### src/rtl/pipelined_control.sv
// pipelined_control: opcode decode into WB/MEM/EX/jump/branch bundles, owns the ID/EX control register,
// inserts bubbles for load-use hazards and for FLUSH_CYCLES cycles after a flush. Latency: 1 cycle.
// Backpressure: stall_in holds the register; hazard_stall_out freezes PC/IF-ID. Option: ILLEGAL_OP_TRAP_EN.
module pipelined_control #(
    parameter int OPCODE_W     = 6,
    parameter int REG_ADDR_W   = 5,
    parameter int ALU_OP_W     = 3,
    parameter int FLUSH_CYCLES = 1
) (
    input  logic                  clk,
    input  logic                  rst,
    input  logic [OPCODE_W-1:0]   op_code_in,
    input  logic [REG_ADDR_W-1:0] rs_in,
    input  logic [REG_ADDR_W-1:0] rt_in,
    input  logic                  stall_in,
    input  logic                  flush_in,
    output logic [1:0]            WB_out,
    output logic [1:0]            MEM_out,
    output logic [ALU_OP_W+1:0]   EX_out,
    output logic                  jump_out,
    output logic                  branch_out,
    output logic [REG_ADDR_W-1:0] ex_rt_out,
    output logic                  hazard_stall_out
`ifdef ILLEGAL_OP_TRAP_EN
    ,
    output logic                  illegal_op_out
`endif
);

    localparam int CNT_W = $clog2(FLUSH_CYCLES + 1);

    localparam logic [OPCODE_W-1:0] OP_RTYPE = OPCODE_W'(6'b000000);
    localparam logic [OPCODE_W-1:0] OP_J     = OPCODE_W'(6'b000010);
    localparam logic [OPCODE_W-1:0] OP_BEQ   = OPCODE_W'(6'b000100);
    localparam logic [OPCODE_W-1:0] OP_BNE   = OPCODE_W'(6'b000101);
    localparam logic [OPCODE_W-1:0] OP_ADDI  = OPCODE_W'(6'b001000);
    localparam logic [OPCODE_W-1:0] OP_SLTI  = OPCODE_W'(6'b001010);
    localparam logic [OPCODE_W-1:0] OP_ANDI  = OPCODE_W'(6'b001100);
    localparam logic [OPCODE_W-1:0] OP_ORI   = OPCODE_W'(6'b001101);
    localparam logic [OPCODE_W-1:0] OP_LW    = OPCODE_W'(6'b100011);
    localparam logic [OPCODE_W-1:0] OP_SW    = OPCODE_W'(6'b101011);

    typedef struct packed {
        logic                reg_write;
        logic                mem_to_reg;
        logic                mem_read;
        logic                mem_write;
        logic                reg_dest;
        logic [ALU_OP_W-1:0] alu_op;
        logic                alu_src;
        logic                jump;
        logic                branch;
    } ctrl_t;

    ctrl_t                 dec;
    logic                  dec_uses_rt;
    logic                  dec_illegal;
    logic                  hazard;

    ctrl_t                 ctrl_q, ctrl_d;
    logic [REG_ADDR_W-1:0] ex_rt_q, ex_rt_d;
    logic [CNT_W-1:0]      cnt_q, cnt_d;
    logic                  illegal_q, illegal_d;

    always_comb begin
        dec         = '0;
        dec_uses_rt = 1'b0;
        dec_illegal = 1'b0;
        case (op_code_in)
            OP_RTYPE: begin
                dec.reg_dest  = 1'b1;
                dec.reg_write = 1'b1;
                dec.alu_op    = ALU_OP_W'(3'd2);
                dec_uses_rt   = 1'b1;
            end
            OP_J: dec.jump = 1'b1;
            OP_BEQ, OP_BNE: begin
                dec.alu_op  = ALU_OP_W'(3'd1);
                dec.branch  = 1'b1;
                dec_uses_rt = 1'b1;
            end
            OP_ADDI, OP_SLTI, OP_ANDI, OP_ORI: begin
                dec.reg_write = 1'b1;
                dec.alu_src   = 1'b1;
                case (op_code_in)
                    OP_SLTI: dec.alu_op = ALU_OP_W'(3'd5);
                    OP_ANDI: dec.alu_op = ALU_OP_W'(3'd3);
                    OP_ORI:  dec.alu_op = ALU_OP_W'(3'd4);
                    default: dec.alu_op = '0;
                endcase
            end
            OP_LW: begin
                dec.mem_read   = 1'b1;
                dec.mem_to_reg = 1'b1;
                dec.reg_write  = 1'b1;
                dec.alu_src    = 1'b1;
            end
            OP_SW: begin
                dec.mem_write = 1'b1;
                dec.alu_src   = 1'b1;
                dec_uses_rt   = 1'b1;
            end
            default: dec_illegal = 1'b1;
        endcase
    end

    // Register 0 is hardwired, so a load targeting it can never create a dependency.
    assign hazard = ctrl_q.mem_read && (ex_rt_q != '0) &&
                    ((ex_rt_q == rs_in) || ((ex_rt_q == rt_in) && dec_uses_rt));

    assign hazard_stall_out = hazard && !rst && !flush_in && (cnt_q == '0);

    always_comb begin
        ctrl_d    = ctrl_q;
        ex_rt_d   = ex_rt_q;
        cnt_d     = cnt_q;
        illegal_d = illegal_q;
        if (flush_in) begin
            ctrl_d  = '0;
            ex_rt_d = '0;
            cnt_d   = CNT_W'(FLUSH_CYCLES - 1);
        end else if (cnt_q != '0) begin
            ctrl_d  = '0;
            ex_rt_d = '0;
            cnt_d   = cnt_q - CNT_W'(1);
        end else if (stall_in) begin
            ctrl_d  = ctrl_q;
        end else if (hazard) begin
            ctrl_d  = '0;
            ex_rt_d = '0;
        end else begin
            ctrl_d    = dec;
            ex_rt_d   = rt_in;
            illegal_d = illegal_q | dec_illegal;
        end
    end

    always_ff @(posedge clk) begin
        if (rst) begin
            ctrl_q    <= '0;
            ex_rt_q   <= '0;
            cnt_q     <= '0;
            illegal_q <= 1'b0;
        end else begin
            ctrl_q    <= ctrl_d;
            ex_rt_q   <= ex_rt_d;
            cnt_q     <= cnt_d;
            illegal_q <= illegal_d;
        end
    end

    assign WB_out     = {ctrl_q.reg_write, ctrl_q.mem_to_reg};
    assign MEM_out    = {ctrl_q.mem_read, ctrl_q.mem_write};
    assign EX_out     = {ctrl_q.reg_dest, ctrl_q.alu_op, ctrl_q.alu_src};
    assign jump_out   = ctrl_q.jump;
    assign branch_out = ctrl_q.branch;
    assign ex_rt_out  = ex_rt_q;

`ifdef ILLEGAL_OP_TRAP_EN
    assign illegal_op_out = illegal_q;
`else
    logic unused_illegal;
    assign unused_illegal = illegal_q;
`endif

endmodule

### config.mk
export PLATFORM = sky130hd
export DESIGN_NAME = pipelined_control
export DESIGN_NICKNAME = d
export VERILOG_FILES = /design/src/rtl/pipelined_control.sv
export SDC_FILE = /design/constraint.sdc
export NUM_CORES = 1
export LEC_CHECK = 0
export ABC_AREA = 1
export BUFFER_PORTS_ARGS = -buffer_cell sky130_fd_sc_hd__buf_2
export CORE_MARGIN = 1
export CORE_UTILIZATION = 43
export CTS_BUF_LIST = sky130_fd_sc_hd__clkbuf_16
export DETAILED_ROUTE_END_ITERATION = 16
export PLACE_DENSITY = 0.71
export SLEW_MARGIN = 10
export SYNTH_ARGS = -nofsm -noshare
export SYNTH_HDL_FRONTEND = slang
export SYNTH_SLANG_ARGS = --single-unit
### constraint.sdc
create_clock -name clk -period 1.3 [get_ports clk]
set_input_delay 0.065 -clock clk [delete_from_list [all_inputs] [get_ports clk]]
set_output_delay 0.065 -clock clk [all_outputs]
set_load 0.005 [all_outputs]
=== Word level (Yosys, flattened, before mapping) ===
Index checks and enable logic that the tools add are counted.

* Add/subtract/negate cells: 1
* Equal/unequal tests: 11
* Muxes and demuxes: 12
* Bitwise logic cells: 1
* Reductions and logical operators: 18

{| class="wikitable"
|+ Operator list
! operator !! count
|-
| $eq 6x4->1 const B || 4
|-
| $pmux 3 s3 || 2
|-
| $eq 6x3->1 const B || 2
|-
| $eq 6x6->1 const B || 2
|-
| $reduce_or 6->1 || 2
|-
| $mux 11 || 1
|-
| $eq 5x5->1 || 2
|-
| $reduce_or 4->1 || 2
|-
| $mux 1 || 7
|-
| $eq 6x2->1 const B || 1
|-
| $logic_and 1x1->1 || 6
|-
| $logic_not 6->1 || 1
|-
| $reduce_or 3->1 || 2
|-
| $mux 5 || 1
|-
| $reduce_bool 5->1 || 1
|-
| $logic_not 1->1 || 2
|-
| $mux 2 || 1
|-
| $reduce_or 2->1 || 1
|-
| $logic_or 1x1->1 || 1
|-
| $not 1->1 || 1
|-
| $sub 1x1->1 const B || 1
|}

* Register bits after elaboration: 17
* Bits of input ports: 20

=== Logic depth before layout (Yosys ltp) ===
* Word-level depth: 9
* Gate-level depth with buffers: 11
* Mapped depth without buffers: 10

=== Worst setup path after synthesis ===
Ideal clock, no wire load.

* Path type: reg-to-reg
* Start: register ex_rt_q[1], in the netlist ex_rt_out[1]
* End: register ctrl_q (netlist bit WB_out[0])
* Library setup time: 0.134 ns
* Arrival time: 1.143 ns
* Path slack: 0.023 ns
* Stages on the path, launching flop included: 9
* Buffers on the path: 1
* Clock period less this slack: 1.277 ns
* Cells stage by stage: dfxtp_1 or2_0 a21oi_1 nand3_1 nand2_2 nand2_4 buf_8 nand2_1 a21oi_1

* Cells in the longest elaborated chain, start to end: 5

{| class="wikitable"
|+ Ends and longest elaborated chain
! element !! RTL line !! source
|-
| from (decl) || 61 || <nowiki>logic [REG_ADDR_W-1:0] ex_rt_q, ex_rt_d;</nowiki>
|-
| from (signal assigned) || 146 || <nowiki>ex_rt_q <= ex_rt_d;</nowiki>
|-
| $eq 5x5->1 || 109 || <nowiki>((ex_rt_q == rs_in) || ((ex_rt_q == rt_in) && dec_uses_rt));</nowiki>
|-
| $logic_and 1x1->1 || 109 ||
|-
| $logic_or 1x1->1 || 109 ||
|-
| $logic_and 1x1->1 * || 108 || <nowiki>assign hazard = ctrl_q.mem_read && (ex_rt_q != '0) &&</nowiki>
|-
| $mux 11 * || 128 || <nowiki>end else if (hazard) begin</nowiki>
|-
| to (signal assigned) || 145 || <nowiki>ctrl_q <= ctrl_d;</nowiki>
|-
| to (decl) || 60 || <nowiki>ctrl_t ctrl_q, ctrl_d;</nowiki>
|}

Every way passes the cells marked *; elsewhere a longest branch is shown, timed or not.
A chain may end at the register's enable or synchronous reset.

=== Worst setup path after layout ===
* Start: register ex_rt_q[1], in the netlist ex_rt_out[1]
* End: output hazard_stall_out

* Cells in the longest elaborated chain, start to end: 7

{| class="wikitable"
|+ Ends and longest elaborated chain
! element !! RTL line !! source
|-
| $eq 5x5->1 || 109 ||
|-
| $logic_and 1x1->1 || 109 ||
|-
| $logic_or 1x1->1 || 109 ||
|-
| $logic_and 1x1->1 * || 108 ||
|-
| $logic_and 1x1->1 * (3 in a row) || 111 || <nowiki>assign hazard_stall_out = hazard && !rst && !flush_in && (cnt_q == '0);</nowiki>
|-
| to (decl) || 23 || <nowiki>output logic hazard_stall_out</nowiki>
|}

Marks and branches as above.

==> metrics.txt <==
TNS Setup=-1.087 ns; Post-Syn Area=972.2 um^2; clock root buffer=clkbuf_16; Net Count, Synth=178; 1st-pass router iterations=4; crit path max fanout=4; H-tree Lvls=1; antenna violations before repair=0; Seq/Total Area, Yosys=32.95%; Placer Congestion=0.8310; RSZ-0062 raised after global routing=yes; latest clock arrival within the worst-skew pair=0.25 ns; Routed WL per cell=10.32 um; core area=2042 um^2; full die area=2455 um^2; FP Rows=16; CP max stage delay=0.35 ns; Net Sw Power=0.2760 mW; post-synth top area cell=dfxtp_1; Die X=49.55 um; Congestion Overflow GR=0; Total GRT Usage=20.32%; clock share of power=47.9%; Yosys top cell area share=32.95%; worst hold margin=0.1337 ns; via count=1082; CP bufs+invs=1; Crit Path Category=flop to output pin; Leak Pwr=0.6694 nW; I/O Buffers=36; area delta synth->final=35.91%; Post-DP HPWL=1.619 mm; # diodes=0; Pwr per Cell Area=938.4 nW/um^2; post-route ant nets=0; Layout Nets=218; Logic pwr share=11.8%; CTS tree=done; WL final=2.311 mm; status=finished, violations left; Final Hold Viols=0; setup ws final=-0.1637 ns; sequential share of power=40.3%; Critical Path Sink Type=output pin; Max Root-Sink Buffers=2; total CTS buffers=3; iteration-0 DRC count of the detailed router=15; # setup viols final=16; die height=49.55 um; Hold WC Path Type=input pin to flop; sw frac=22.26%; Worst Clk Skew=0.004126 ns; Yosys Warn Count=0; critical path's top delay family=simple AND/OR/NAND/NOR gates; num ports=37; layout cells sized above 1=32.49%; CTS clk-pin slew, worst paths=0.05 ns; pre-CTS setup slack=-0.03771 ns; Synth cell types=24; Syn Inst Count=158; Tcrit/Tclk final=112.6%; Peak VDD IR=0.6147 mV; pins over their slew limit=0; # clock sinks=16; CP Cell Sequence=or2_0 > a21oi_2 > nand3_2 > nand2_2 > nand2_4 > nor2_2 > buf_2; first-pass GRT wire length=3.850 mm; largest cells by area after synthesis=dfxtp_1, nand2_1, a21oi_1; final core occ=64.71%; fmax=683.2 MHz; Initial Util=47.61%; failing checks=negative setup slack; Max-Cap Viols=0; Startpoint Class=flop; # DRC=0; CP arrival=1.40 ns; Tmin final=1.464 ns; vias in the first global route=946; vias per std cell=4.830; slowest CP cell=dfxtp_4; largest net degree at the start of global routing=16; Syn Area/Cell=6.153 um^2; Pint=0.9638 mW; Worst Path Required=1.24 ns; #FFs+latches synth=16
-- power groups by stage --
stage                     Combinational [mW]  Clock (mW)  Sequential (mW)
after global placement                 0.131           0            0.511
after CTS                              0.136       0.605            0.500
final                                  0.146       0.594            0.499
after floorplan                       0.0781           0            0.511
after global routing                   0.165       0.623            0.499
after detailed placement               0.134           0            0.511
-- registers in the layout, summed over array words and instances, names as in the netlist --
signal      flops
EX_out          5
ex_rt_out       5
jump_out        1
WB_out          2
MEM_out         1
cnt_q           1
branch_out      1
-- worst min-delay path: stages --
cell and delay (ns):
buf_2 0.11, nor3_1 0.05, nand2_1 0.05, a21oi_1 0.05
-- area by class of cell --
class / instances / area (um^2)
tap: 27 / 33.78
inverter: 18 / 67.56
fill: 218 / 720.7
sequential: 16 / 331.6
clock buffer: 3 / 75.07
timing repair buffer: 42 / 225.2
clock inverter: 1 / 3.754
multi-input combinational: 117 / 584.3
-- stage by stage --
stage / cells / total power [mW] / area (um^2)
4_1_cts: 224 / 1.241 / 1277
6_report: 224 / 1.240 / 1321
2_1_floorplan: 158 / 0.5893 / 972.2
3_3_place_gp: 217 / 0.6421 / 1165
5_1_grt: 224 / 1.288 / 1321
3_5_place_dp: 217 / 0.6452 / 1165
-- per-layer routing --
layer	track usage, %	vias to the layer above	part of all wire [%]
met2	36.94	30	50
met4	8.571	0	1.7
met1	23.02	482	44
met3	3.395	4	4.5
li1	-	566	-
met5	0	-	0
-- logic make-up after synthesis --
kind of cell | count (synthesis) | synth area share [%]
AO/OA/AOI/OAI | 20 | 10.68
XOR/XNOR | 6 | 5.405
AND/OR/NAND/NOR | 90 | 39.13
flip-flops | 16 | 32.95
buffers and inverters | 25 | 11.45
other | 1 | 0.3857
-- Yosys cell counts --
| library cell | instances |
|---|---|
| a21oi_1 | 18 |
| nand4_1 | 3 |
| buf_4 | 1 |
| xnor2_1 | 4 |
| buf_8 | 1 |
| o31ai_1 | 1 |
| inv_1 | 18 |
| a31oi_1 | 1 |
| nor2_1 | 18 |
| nand3_1 | 4 |
| nor2_2 | 3 |
| nand2_2 | 1 |
| xor2_1 | 2 |
| nand3_2 | 1 |
| nor3_1 | 1 |
| nand2_1 | 56 |
| clkbuf_1 | 2 |
| or2_0 | 1 |
| buf_2 | 2 |
| nand2_4 | 1 |
| or3_1 | 1 |
| buf_1 | 1 |
| conb_1 | 1 |
| dfxtp_1 | 16 |
-- placed cells by master, fill, tap and decap left out, drive strengths merged --
| master | n |
|---|---|
| buf | 42 |
| clkinv | 1 |
| xor2 | 2 |
| a31oi | 1 |
| or3 | 1 |
| inv | 18 |
| conb | 1 |
| a21oi | 18 |
| clkbuf | 3 |
| xnor2 | 4 |
| o31ai | 1 |
| or2 | 1 |
| nand4 | 3 |
| nor2 | 21 |
| nand2 | 58 |
| dfxtp | 16 |
| nand3 | 5 |
| nor3 | 1 |
-- final timing paths --
kind                 start                to  slack, ns  depth (start not counted)
max           ex_rt_out[1]  hazard_stall_out      -0.16                          7
min          op_code_in[3]          jump_out       0.13                          4
max reg2reg   ex_rt_out[1]      ex_rt_out[2]      -0.10                          8
min reg2reg     branch_out        branch_out       0.46                          2
-- what timing repair did --
action	CTS	global route
setup buffers	3	0
pin swaps	5	3
setup endpoints to repair	13	16
resized for setup	5	10
hold buffers	0	0
gates cloned	0	0
(Power assumes the default switching activity.)
